$ cat config.mk
export PLATFORM = sky130hd
export DESIGN_NAME = dot_product_accumulator
export DESIGN_NICKNAME = d
export VERILOG_FILES = /design/src/rtl/mm_pkg.sv /design/src/rtl/noOverflowAdd.sv /design/src/rtl/dot_product_accumulator.sv
export SDC_FILE = /design/constraint.sdc
export NUM_CORES = 1
export LEC_CHECK = 0
export CORE_MARGIN = 2
export CORE_UTILIZATION = 60
export CTS_BUF_LIST = sky130_fd_sc_hd__clkbuf_4
export DETAILED_ROUTE_END_ITERATION = 10
export PLACE_DENSITY = 0.86
export RECOVER_POWER = 50
export SLEW_MARGIN = 30
export SYNTH_ARGS = -nofsm -noshare
export SYNTH_HDL_FRONTEND = slang
export SYNTH_SLANG_ARGS = --single-unit
$ cat constraint.sdc
create_clock -name Clock -period 7.7 [get_ports Clock]
set_input_delay 2.31 -clock Clock [delete_from_list [all_inputs] [get_ports Clock]]
set_output_delay 2.31 -clock Clock [all_outputs]
set_load 0.005 [all_outputs]
$ cat src/rtl/mm_pkg.sv
`default_nettype none
// ---------------------------------------------------------------------------
// mm_pkg : shared matrix-multiply datapath constants and sizing helper. Rev 1.0
// ---------------------------------------------------------------------------
package mm_pkg;

  localparam int DEF_WIDTH     = 32;
  localparam int DEF_RES_WIDTH = 37;
  localparam int DEF_LENGTH    = 32;

  // Smallest accumulator width that can hold the sum of `length` unsigned terms.
  function automatic int res_width_min(input int width, input int length);
    return width + $clog2(length);
  endfunction

endpackage
`default_nettype wire

$ cat src/rtl/noOverflowAdd.sv
`default_nettype none
// ---------------------------------------------------------------------------
// noOverflowAdd : unsigned add of a narrower operand into a wide one. Rev 1.0
// ---------------------------------------------------------------------------
module noOverflowAdd #(
  parameter int WIDTH_A = 37,
  parameter int WIDTH_B = 32
) (
  input  logic [WIDTH_A-1:0] a_i,
  input  logic [WIDTH_B-1:0] b_i,
  output logic [WIDTH_A-1:0] sum_o
);

  generate
    if (WIDTH_A < WIDTH_B) begin : g_bad_width
      $fatal(1, "noOverflowAdd: WIDTH_A must be >= WIDTH_B");
    end
  endgenerate

  // The caller sizes WIDTH_A with enough headroom that no carry is lost.
  assign sum_o = a_i + WIDTH_A'(b_i);

endmodule
`default_nettype wire

$ cat src/rtl/dot_product_accumulator.sv
`default_nettype none
// ---------------------------------------------------------------------------
// dot_product_accumulator : sums LENGTH streamed products into one result. Rev 1.0
// ---------------------------------------------------------------------------
module dot_product_accumulator
  import mm_pkg::*;
#(
  parameter int WIDTH     = DEF_WIDTH,
  parameter int RES_WIDTH = DEF_RES_WIDTH,
  parameter int LENGTH    = DEF_LENGTH
) (
  input  logic                 Clock,
  input  logic                 Reset_n,
  input  logic                 clear,
  input  logic                 in_valid,
  output logic                 in_ready,
  input  logic [WIDTH-1:0]     in_data,
  output logic                 out_valid,
  input  logic                 out_ready,
  output logic [RES_WIDTH-1:0] out_sum
);

  localparam int CNT_W = (LENGTH > 1) ? $clog2(LENGTH) : 1;

  generate
    if (LENGTH < 1) begin : g_bad_length
      $fatal(1, "dot_product_accumulator: LENGTH must be >= 1");
    end
    if (RES_WIDTH < res_width_min(WIDTH, LENGTH)) begin : g_bad_res_width
      $fatal(1, "dot_product_accumulator: RES_WIDTH too narrow for WIDTH and LENGTH");
    end
  endgenerate

  logic [RES_WIDTH-1:0] acc_q, acc_d;
  logic [RES_WIDTH-1:0] sum_q, sum_d;
  logic [CNT_W-1:0]     cnt_q, cnt_d;
  logic                 valid_q, valid_d;
  logic [RES_WIDTH-1:0] add_sum;
  logic                 last;
  logic                 in_xfer;
  logic                 out_xfer;

  noOverflowAdd #(
    .WIDTH_A (RES_WIDTH),
    .WIDTH_B (WIDTH)
  ) u_add (
    .a_i   (acc_q),
    .b_i   (in_data),
    .sum_o (add_sum)
  );

  assign last     = (cnt_q == CNT_W'(LENGTH - 1));
  // Only the closing term needs the output slot, so only it can stall.
  assign in_ready = !clear && !(last && valid_q && !out_ready);
  assign in_xfer  = in_valid && in_ready;
  assign out_xfer = valid_q && out_ready;

  always_comb begin
    acc_d   = acc_q;
    cnt_d   = cnt_q;
    sum_d   = sum_q;
    valid_d = valid_q;
    if (out_xfer) valid_d = 1'b0;
    if (clear) begin
      acc_d = '0;
      cnt_d = '0;
    end else if (in_xfer) begin
      if (last) begin
        sum_d   = add_sum;
        valid_d = 1'b1;
        acc_d   = '0;
        cnt_d   = '0;
      end else begin
        acc_d = add_sum;
        cnt_d = cnt_q + CNT_W'(1);
      end
    end
  end

  always_ff @(posedge Clock or negedge Reset_n) begin
    if (!Reset_n) begin
      acc_q   <= '0;
      cnt_q   <= '0;
      sum_q   <= '0;
      valid_q <= 1'b0;
    end else begin
      acc_q   <= acc_d;
      cnt_q   <= cnt_d;
      sum_q   <= sum_d;
      valid_q <= valid_d;
    end
  end

  assign out_valid = valid_q;
  assign out_sum   = sum_q;

endmodule
`default_nettype wire

# After elaboration in Yosys (flattened, before gate mapping)

Cells that the tools add are included.

Input port bits: 37
Output and inout port bits: 39
Logic and storage cells: 28
Register bits: 80

$add $sub $neg: 2
Reduce and logical (&&, ||, !) cells: 10
Mux-type cells: 10
Bitwise gates (word level): 1
Equal/unequal tests: 1

Operator list:

| cell                | number |
|---|---|
| $mux 37             | 3 |
| $add 37x32->37      | 1 |
| $mux 5              | 3 |
| $add 5x1->5 const B | 1 |
| $eq 5x5->1 const B  | 1 |
| $logic_and 1x1->1   | 5 |
| $mux 1              | 4 |
| $logic_not 1->1     | 3 |
| $reduce_and 3->1    | 1 |
| $reduce_bool 2->1   | 1 |
| $not 1->1           | 1 |

# Depth between registers and ports, before layout

Gate-level depths: netlist of run 1.

Depth after elaboration: 8
Depth in mapped cells: 11
Gate-level depth less buffers: 11

# Cells and area by module

A second synthesis of run 1 with hierarchy kept.

Cells, all modules: 480
Area, all modules: 5083.6 um2

By module, submodules not included:

| module                  | seq. area each (um2) | cells an instance | instances | area each (um2) |
|---|---|---|---|---|
| dot_product_accumulator | 2001.9               | 193               | 1         | 3076.7 |
| noOverflowAdd           | 0.0                  | 287               | 1         | 2006.9 |

# Least setup slack after synthesis of run 1

No wires, ideal clock.

Path type: input to output
Start: input port out_ready
End: output port in_ready
Arrival: 2.641 ns
Buffers on the path: 0
Stages on the path: 2
Required time: 5.390 ns
Setup slack: 2.749 ns
Path through: nor2b_1 > a21oi_1

Longest elaborated chain between the ends: 4

RTL lines:

| what               | line                          | text |
|---|---|---|
| start: declaration | dot_product_accumulator.sv:19 | `input logic out_ready,` |
| $logic_not 1->1    | dot_product_accumulator.sv:54 | `assign in_ready = !clear && !(last && valid_q && !out_ready);` |
| $logic_and 1x1->1  | dot_product_accumulator.sv:54 |  |
| $logic_not 1->1    | dot_product_accumulator.sv:54 |  |
| $logic_and 1x1->1  | dot_product_accumulator.sv:54 |  |
| end: declaration   | dot_product_accumulator.sv:16 | `output logic in_ready,` |

No other way between the ends.

# Worst setup path in the final report of run 1

Start: input port clear
End: output port in_ready

Longest elaborated chain between the ends: 2

RTL lines:

| what               | line                          | text |
|---|---|---|
| start: declaration | dot_product_accumulator.sv:14 | `input logic clear,` |
| $logic_not 1->1    | dot_product_accumulator.sv:54 |  |
| $logic_and 1x1->1  | dot_product_accumulator.sv:54 |  |

No other way between the ends.

==> results.md, run 1 <==
* Status: finished with violations
* Failing checks: max-capacitance violations, max-slew violations
* Worst vdd ir at 129 uV
* Gp weighted congestion at 0.871
* Crit-path max FO at 7
* Class of the worst hold path: reg2reg
* CTS HTree Levels at 3
* Layout cells sized above 1 at 0.0611
* Worst reg2reg startpoint: acc_q[6]$_DFFE_PN0P_
* Leakage power at 2.79 nW
* Starting DRT DRC Count at 196
* Synthesized area at 0.00474 sq mm
* Hold buffers post-CTS at 0
* Initial core utilization at 0.617
* Global-route wire length before repair at 19.0 mm
* Dpl hpwl at 7.83 mm
* Number of I/O port buffers at 75
* XOR/XNOR share of the synthesized area at 0.0572
* RSZ-0062 raised after global routing: false
* Worst setup EP type: output pin
* CTS tree: built
* Clock latency on the worst-skew pair at 440 ps
* Die Wd at 92.9 um
* Gr usage total at 0.274
* Mapped Nets at 583
* Max-cap violations at 1
* Fin. max-slew vios at 81
* End of the worst register-to-register path: out_sum[36]$_DFFE_PN0P_
* Synth cell types at 45
* ANT nets after route at 0
* Complex-gate fraction of the synthesized area at 0.217
* Setup TNS Final at 0 ps
* DIE AREA at 0.00863 sq mm
* Worst hold start: out_sum[0]$_DFFE_PN0P_
* Slew margin rel. at -1.81
* Area share of the largest cell type after synthesis at 0.422
* Antenna Cells at 0
* CTS Buf Count at 9
* First-pass DRT Iterations at 5
* Vias/cell at 5.93
* Main flop type after synthesis: dfrtp_1
* Overflow after GRT at 0
* Core area at 0.00769 sq mm
* Dominant cell by count in the synthesized netlist: nand2_1
* Hold slack at 484 ps
* Clk sinks at 80
* Via count at 4098
* WHS Endpoint: out_sum[0]$_DFFE_PN0P_
* Pin count of the biggest net entering global routing at 81
* Max Fclk at 160 MHz
* Place WS at 1550 ps
* Most frequent cells after synthesis: nand2_1, dfrtp_1, a21oi_1
* Pwr per Cell Area at 227 mW/mm^2
* Vias in the first global route at 4036
* Site row count at 32
* Synth area leaders: dfrtp_1, ha_1, nand2_1
* Number of flops mapped to enable cells by yosys at 0
* Mux cell area share after synthesis at 0.0259
* Final setup fails at 0
* Mean post-synth cell area at 9.28 sq um
* Clk pin slew, worst setup/hold paths at 140 ps
* Seq/Total Area, Yosys at 0.422
* P&R area growth vs syn at 21.3%
* Async S/R FF share, synth at 1.00
* Clock buffer depth at 2
* Area leader, netlist: dfrtp_1
* Yosys reg bits at 80
* PnR worst setup slack at 1460 ps
* DRC Markers at 0
* Adder-cell area share of the yosys netlist at 0.0939
* Die Span Y at 92.9 um
* Net count, final at 656
* Drt wl/cell at 16.1 um
* Hold Path Cell Cnt at 2
* Initial antenna violation count at 0
* Largest family of logic cells by synthesized area: compound AO/OA/AOI/OAI gates
* Critical Path AT at 3930 ps
* Reg2Reg Setup Slack at 4600 ps
* Gate Count Post-Synth at 511
* CTS root buf: clkbuf_4
* Worst Setup Start Kind: primary input
* Reg2reg path depth at 9
* Final hold viol count at 0
* Drt total wl at 11.1 mm
* Crit Path Category: in2out
* Simple-gate portion of the synthesized area at 0.163
* # IOs at 76
* Cts repair resizes at 0
* Slew at the pin closest to its max-slew limit at 4210 ps
* Worst endpoint required time at 5390 ps
* Minimum clock period at 6240 ps
* Clock Skew at 18.3 ps
* Period utilization at 0.810
* Post-CTS setup buffer count at 0
* Ys Warns at 0
==> where the power goes <==
| part | switching [mW] | total (mW) | internal, mW | leakage (nW) |
|---|---|---|---|---|
| registers | 0.0305 | 0.495 | 0.464 | 1.09 |
| clock network | 0.156 | 0.289 | 0.132 | 0.0898 |
| logic | 0.302 | 0.521 | 0.219 | 1.61 |
| total | 0.489 | 1.30 | 0.816 | 2.79 |
==> critical path, cell delays in order <==
cell and delay (ps):
dlygate4sd3_1 640, a21oi_1 390, clkdlybuf4s50_1 590
==> layout make-up <==
type                    instances  area, sq um
clock buffers                   9         67.6
clock inverters                 7         96.3
fillers                       567         1940
inverters                      10         37.5
multi-input cells             404         2650
flip-flops and latches         80         2000
well taps                     102          128
repair buffers                 79          771
==> registers in the layout (all words and copies together), names as in the netlist <==
| register | flops |
|---|---|
| out_sum | 37 |
| acc_q | 37 |
| out_valid | 1 |
| cnt_q | 5 |
==> worst max path at each step <==
| stage | from | end | slack (ps) | cells past startpoint |
|---|---|---|---|---|
| 2_1_floorplan | out_ready | in_ready | 2750 | 2 |
| 3_3_place_gp | out_ready | in_ready | 1580 | 4 |
| 3_5_place_dp | out_ready | in_ready | 1550 | 4 |
| 4_1_cts | out_ready | in_ready | 1530 | 4 |
| 5_1_grt | Reset_n | acc_q[16]$_DFFE_PN0P_ | 1060 | 1 |
| 6_report | clear | in_ready | 1460 | 3 |
==> through the flow <==
| stage | instances | power, mW | util | area [sq um] |
|---|---|---|---|---|
| 3_5_place_dp | 675 | 1.01 | 0.728 | 5600 |
| 4_1_cts | 691 | 1.30 | 0.749 | 5760 |
| 2_1_floorplan | 511 | 0.886 | - | 4740 |
| 6_report | 691 | 1.30 | 0.748 | 5750 |
| 5_1_grt | 691 | 1.39 | 0.748 | 5750 |
| 3_3_place_gp | 675 | 0.990 | 0.728 | 5600 |
==> placed cells by master, fill, tap and decap left out, drive strengths merged, types with 9 or more instances in the layout <==
master         synthesis  final
nand2                 98     98
dfrtp                 80     80
clkdlybuf4s50          0     59
a21oi                 39     39
o21ai                 36     36
ha                    34     34
a22o                  30     30
nor2                  21     21
xnor2                 17     17
dlygate4sd3            0     15
nand3                 14     14
xor2                  14     14
clkbuf                14     11
inv                   10     10
nand4                 10     10
mux2                  10     10
a21o                   9      9
==> logic make-up (layout without fill, tap and decap cells) <==
logic type | Yosys count | after routing
AOI/OAI and AO/OA | 154 | 154
muxes | 11 | 11
xor gates and xnor gates | 31 | 31
DFF | 80 | 80
buffers and inverters | 27 | 105
and+or+nand+nor | 173 | 173
adders and majority gates | 35 | 35
==> routing by layer <==
| layer | track usage | vias to the layer above | wire length, um |
|---|---|---|---|
| met5 | 0 | - | 0 |
| met4 | 0.110 | 0 | 246 |
| met3 | 0.0382 | 18 | 496 |
| met2 | 0.427 | 120 | 5280 |
| met1 | 0.388 | 1971 | 5080 |
| li1 | - | 1989 | - |
No activity file was read; power rests on OpenSTA's default activity.
==> run 2, diff against run 1 <==
--- a/config.mk
+++ b/config.mk
@@ -6,10 +6,10 @@
 export NUM_CORES = 1
 export LEC_CHECK = 0
 export CORE_MARGIN = 2
-export CORE_UTILIZATION = 60
+export CORE_UTILIZATION = 56
 export CTS_BUF_LIST = sky130_fd_sc_hd__clkbuf_4
 export DETAILED_ROUTE_END_ITERATION = 10
-export PLACE_DENSITY = 0.86
+export PLACE_DENSITY = 0.81
 export RECOVER_POWER = 50
 export SLEW_MARGIN = 30
 export SYNTH_ARGS = -nofsm -noshare
==> constraint.sdc (replaced) <==
create_clock -name Clock -period 5.9 [get_ports Clock]
set_input_delay 1.77 -clock Clock [delete_from_list [all_inputs] [get_ports Clock]]
set_output_delay 1.77 -clock Clock [all_outputs]
set_load 0.005 [all_outputs]
==> results.md, run 2 (synthesized netlist as in run 1, its figures left out) <==
* WL met3 at 530 um
* Worst hold start: out_sum[4]$_DFFE_PN0P_
* Starting DRT DRC Count at 213
* Worst endpoint required time at 4130 ps
* Site row count at 33
* Worst reg2reg startpoint: acc_q[6]$_DFFE_PN0P_
* First-pass DRT Iterations at 5
* Period utilization at 0.887
* Gp weighted congestion at 0.899
* End of the worst register-to-register path: out_sum[36]$_DFFE_PN0P_
* # IOs at 76
* DIE AREA at 0.00922 sq mm
* DRC Markers at 0
* Hold buffers post-CTS at 0
* Total Power at 1.65 mW
* CTS root buf: clkbuf_4
* Cts repair resizes at 0
* RSZ-0062 raised after global routing: false
* Fin. max-slew vios at 81
* Slew at the pin closest to its max-slew limit at 3560 ps
* Gr usage total at 0.254
* Overflow after GRT at 0
* Clk pin slew, worst setup/hold paths at 130 ps
* Drt wl/cell at 15.8 um
* Critical Path AT at 3460 ps
* Minimum clock period at 5230 ps
* Die Span Y at 96.0 um
* Slew margin rel. at -1.37
* Reg area at 0.00200 sq mm
* Initial antenna violation count at 0
* ANT nets after route at 0
* Crit-path max FO at 7
* Commonest non-fill, non-tap cell in the layout: nand2_1
* Worst Setup Start Kind: primary input
* Worst setup EP type: output pin
* CTS Buf Count at 9
* # fillers at 640
* Failing checks: max-capacitance violations, max-slew violations
* Hold Path Cell Cnt at 2
* Antenna Cells at 0
* Crit Path Category: in2out
* Die Wd at 96.0 um
* Net count, final at 657
* Max-cap violations at 1
* Class of the worst hold path: reg2reg
* Leakage power at 2.78 nW
* Footprint of the multi-input gates at 0.00266 sq mm
* Vias in the first global route at 4007
* Worst vdd ir at 145 uV
* CTS tree: built
* Uppermost layer routed: met4
* Post-CTS setup buffer count at 0
* Vias/cell at 5.86
* Routed wl met2 at 5.37 mm
* Clock latency on the worst-skew pair at 430 ps
* Commonest non-fill, non-tap cells in the layout: nand2_1, dfrtp_1, clkdlybuf4s50_1, a21oi_1, o21ai_0
* Pwr per Cell Area at 286 mW/mm^2
* Final setup fails at 0
* Reg2reg path depth at 9
* Reg2Reg Setup Slack at 2840 ps
* Global-route wire length before repair at 18.4 mm
* Metal-1 WL at 4.95 mm
* Clock Skew at 13.5 ps
* Status: finished with violations
* CTS HTree Levels at 3
* Clk sinks at 80
* Pin count of the biggest net entering global routing at 81
* P&R area growth vs syn at 21.1%
* Initial core utilization at 0.577
* Via count at 4064
* Drt total wl at 11.0 mm
* Core area at 0.00822 sq mm
* Setup TNS Final at 0 ps
* Layout cells sized above 1 at 0.0594
* Final hold viol count at 0
* Crit path launch: clear
* Dpl hpwl at 8.03 mm
* Number of I/O port buffers at 75
* WHS Endpoint: out_sum[4]$_DFFE_PN0P_
* Clock buffer depth at 2
* Max Fclk at 191 MHz
==> run 2: worst max-delay path by stage <==
stage | depth (start not counted) | slack (ps) | endpoint
final | 3 | 670 | in_ready
after global routing | 1 | 460 | acc_q[23]$_DFFE_PN0P_
after CTS | 4 | 790 | in_ready
after detailed placement | 4 | 800 | in_ready
after global placement | 4 | 820 | in_ready
after floorplan | 10 | 1760 | out_sum[24]$_DFFE_PN0P_
==> run 2: critical path: stages <==
cell,delay (ps)
dlygate4sd3_1,670
a21oi_1,430
clkdlybuf4s50_1,590
==> run 2: final cells by class <==
cell class | count | area share
clock buffer | 11 | 0.0144
sequential | 80 | 0.349
timing repair buffer | 80 | 0.136
tap | 105 | 0.0229
clock inverter | 4 | 0.00806
inverter | 10 | 0.00653
multi-input combinational | 404 | 0.463
==> run 2: per-stage QoR <==
stage          cell area [sq um]  utilization  setup slack [ps]  cells  hold WS [ps]
3_5_place_dp                5620        0.683               798    679           461
5_1_grt                     5740        0.699               463    694           519
2_1_floorplan               4740            -              1760    511           442
4_1_cts                     5740        0.699               794    694           492
3_3_place_gp                5610        0.682               823    679           458
6_report                    5740        0.699               667    694           479
==> run 2: power breakdown <==
part           internal (mW)  switching [mW]
sequential             0.606          0.0407
clock                  0.135           0.189
combinational          0.286           0.388
total                   1.03           0.618
==> run 2: layer usage <==
layer,global-route usage,up-vias
li1,-,1992
met1,0.345,1935
met3,0.0360,15
met5,0,-
met2,0.418,122
met4,0.0833,0
==> run 3, diff against run 2 <==
--- a/config.mk
+++ b/config.mk
@@ -8,6 +8,7 @@
 export CORE_MARGIN = 2
 export CORE_UTILIZATION = 56
 export CTS_BUF_LIST = sky130_fd_sc_hd__clkbuf_4
+export CTS_CLUSTER_SIZE = 28
 export DETAILED_ROUTE_END_ITERATION = 10
 export PLACE_DENSITY = 0.81
 export RECOVER_POWER = 50
==> constraint.sdc (replaced) <==
create_clock -name Clock -period 5.9 [get_ports Clock]
set_input_delay 1.77 -clock Clock [delete_from_list [all_inputs] [get_ports Clock]]
set_output_delay 1.77 -clock Clock [all_outputs]
set_load 0.01 [all_outputs]
==> results.md, run 3 (synthesized netlist as in run 1, its figures left out) <==
* Top delay family on crit path: buffers and inverters
* Worst Setup Start Kind: primary input
* Hold slack at 478 ps
* Worst endpoint required time at 4130 ps
* # IOs at 76
* P&R area growth vs syn at 21.8%
* Class of the worst hold path: reg2reg
* Overflow after GRT at 0
* Gr usage total at 0.255
* Commonest non-fill, non-tap cell in the layout: nand2_1
* Drt wl/cell at 15.8 um
* RSZ-0062 raised after global routing: false
* Leakage power at 2.79 nW
* Period utilization at 0.891
* Die Wd at 96.0 um
* CTS Buf Count at 9
* Number of I/O port buffers at 75
* Site row count at 33
* Commonest non-fill, non-tap cells in the layout: nand2_1, dfrtp_1, clkdlybuf4s50_1, a21oi_1, o21ai_0
* CP peak stage delay at 650 ps
* Post-route insts no fill at 695
* Final hold viol count at 0
* Critical Path AT at 3490 ps
* Failing checks: max-capacitance violations, max-slew violations
* Initial antenna violation count at 0
* Worst setup EP type: output pin
* Fin. max-slew vios at 81
* Minimum clock period at 5260 ps
* Slew at the pin closest to its max-slew limit at 3620 ps
* Clock latency on the worst-skew pair at 420 ps
* Crit-path cells: dlygate4sd3_1, a21oi_1, clkdlybuf4s50_1
* First-pass DRT Iterations at 4
* Met2 usage at 0.418
* Pin count of the biggest net entering global routing at 81
* DIE AREA at 0.00922 sq mm
* Clk sinks at 80
* CTS tree: built
* Hold buffers post-CTS at 0
* Max Fclk at 190 MHz
* Worst vdd ir at 144 uV
* ANT nets after route at 0
* Met3 GRT Util at 0.0462
* Via count at 4087
* Clock buffer depth at 2
* Die Span Y at 96.0 um
* Placed cells at 679
* Core area at 0.00822 sq mm
* Slew margin rel. at -1.41
* Vias/cell at 5.88
* Crit Path Category: in2out
* Drt total wl at 11.0 mm
* CTS root buf: clkbuf_4
* Final setup fails at 0
* Vias in the first global route at 4100
* Crit-path max FO at 7
* DRC Markers at 0
* Starting DRT DRC Count at 155
* Status: finished with violations
* Dpl hpwl at 7.85 mm
* CTS HTree Levels at 3
* Max-cap violations at 1
* Global-route wire length before repair at 18.6 mm
* Clock Skew at 11.8 ps
* Cts repair resizes at 0
* Setup TNS Final at 0 ps
* WP buf/inv at 2
* Worst path slowest cell: dlygate4sd3_1
* Antenna Cells at 0
* Gr busiest metal: met2
* Layout cells sized above 1 at 0.0610
* Net count, final at 657
* Pwr per Cell Area at 292 mW/mm^2
* Gp weighted congestion at 0.895
* GR Util met1 at 0.348
* Post-CTS setup buffer count at 0
* Clk pin slew, worst setup/hold paths at 120 ps
* Initial core utilization at 0.577
## run 3: cell count changes in the layout (fill, tap and decap cells not counted), sizes merged
cell	previous run	this run
clkdlybuf4s25	0	1
clkinvlp	1	2
clkbuf	12	11
dlygate4sd2	1	0
bufinv	1	2
## run 3: cell type report
class / instances / area, sq um
clock buffers: 10 / 75.1
inverters: 10 / 37.5
flip-flops and latches: 80 / 2000
fillers: 627 / 2440
clock inverters: 6 / 83.8
multi-input cells: 404 / 2660
well taps: 105 / 131
repair buffers: 80 / 785
## run 3: path summary, 6_finish.rpt
| kind | slack (ps) | end | from | depth (start not counted) |
|---|---|---|---|---|
| worst min-delay path | 480 | out_sum[4]$_DFFE_PN0P_ | out_sum[4]$_DFFE_PN0P_ | 2 |
| worst max register to register | 2850 | out_sum[36]$_DFFE_PN0P_ | acc_q[6]$_DFFE_PN0P_ | 9 |
| max in group asynchronous | 1080 | acc_q[15]$_DFFE_PN0P_ | Reset_n | 1 |
| worst max-delay path | 640 | in_ready | clear | 3 |
| worst min register to register | 480 | out_sum[4]$_DFFE_PN0P_ | out_sum[4]$_DFFE_PN0P_ | 2 |
| min in group asynchronous | 2800 | out_sum[36]$_DFFE_PN0P_ | Reset_n | 1 |
## run 3: routing by layer
| layer | up-vias | routed length, um |
|---|---|---|
| met5 | - | 0 |
| met4 | 0 | 126 |
| met3 | 11 | 500 |
| met2 | 129 | 5330 |
| met1 | 1950 | 5040 |
| li1 | 1997 | - |
## run 3: tightest hold or removal path, cell delays in order (launching register included)
cell and delay (ps):
dfrtp_1 360, nand2_1 50, nand2_1 50
## run 3: through the flow
stage          setup WS, ps  cell area [sq um]  power, mW  utilization
2_1_floorplan          1760               4740       1.16            -
6_report                642               5780       1.69        0.703
3_5_place_dp            748               5620       1.32        0.683
5_1_grt                 344               5780       1.81        0.703
3_3_place_gp            789               5610       1.30        0.682
4_1_cts                 747               5770       1.69        0.703
## run 3: power breakdown
part	total, mW	switching, mW	leakage (nW)	internal, mW
registers	0.646	0.0397	1.09	0.606
logic	0.676	0.389	1.62	0.286
clock network	0.366	0.192	0.0800	0.175
total	1.69	0.621	2.79	1.07
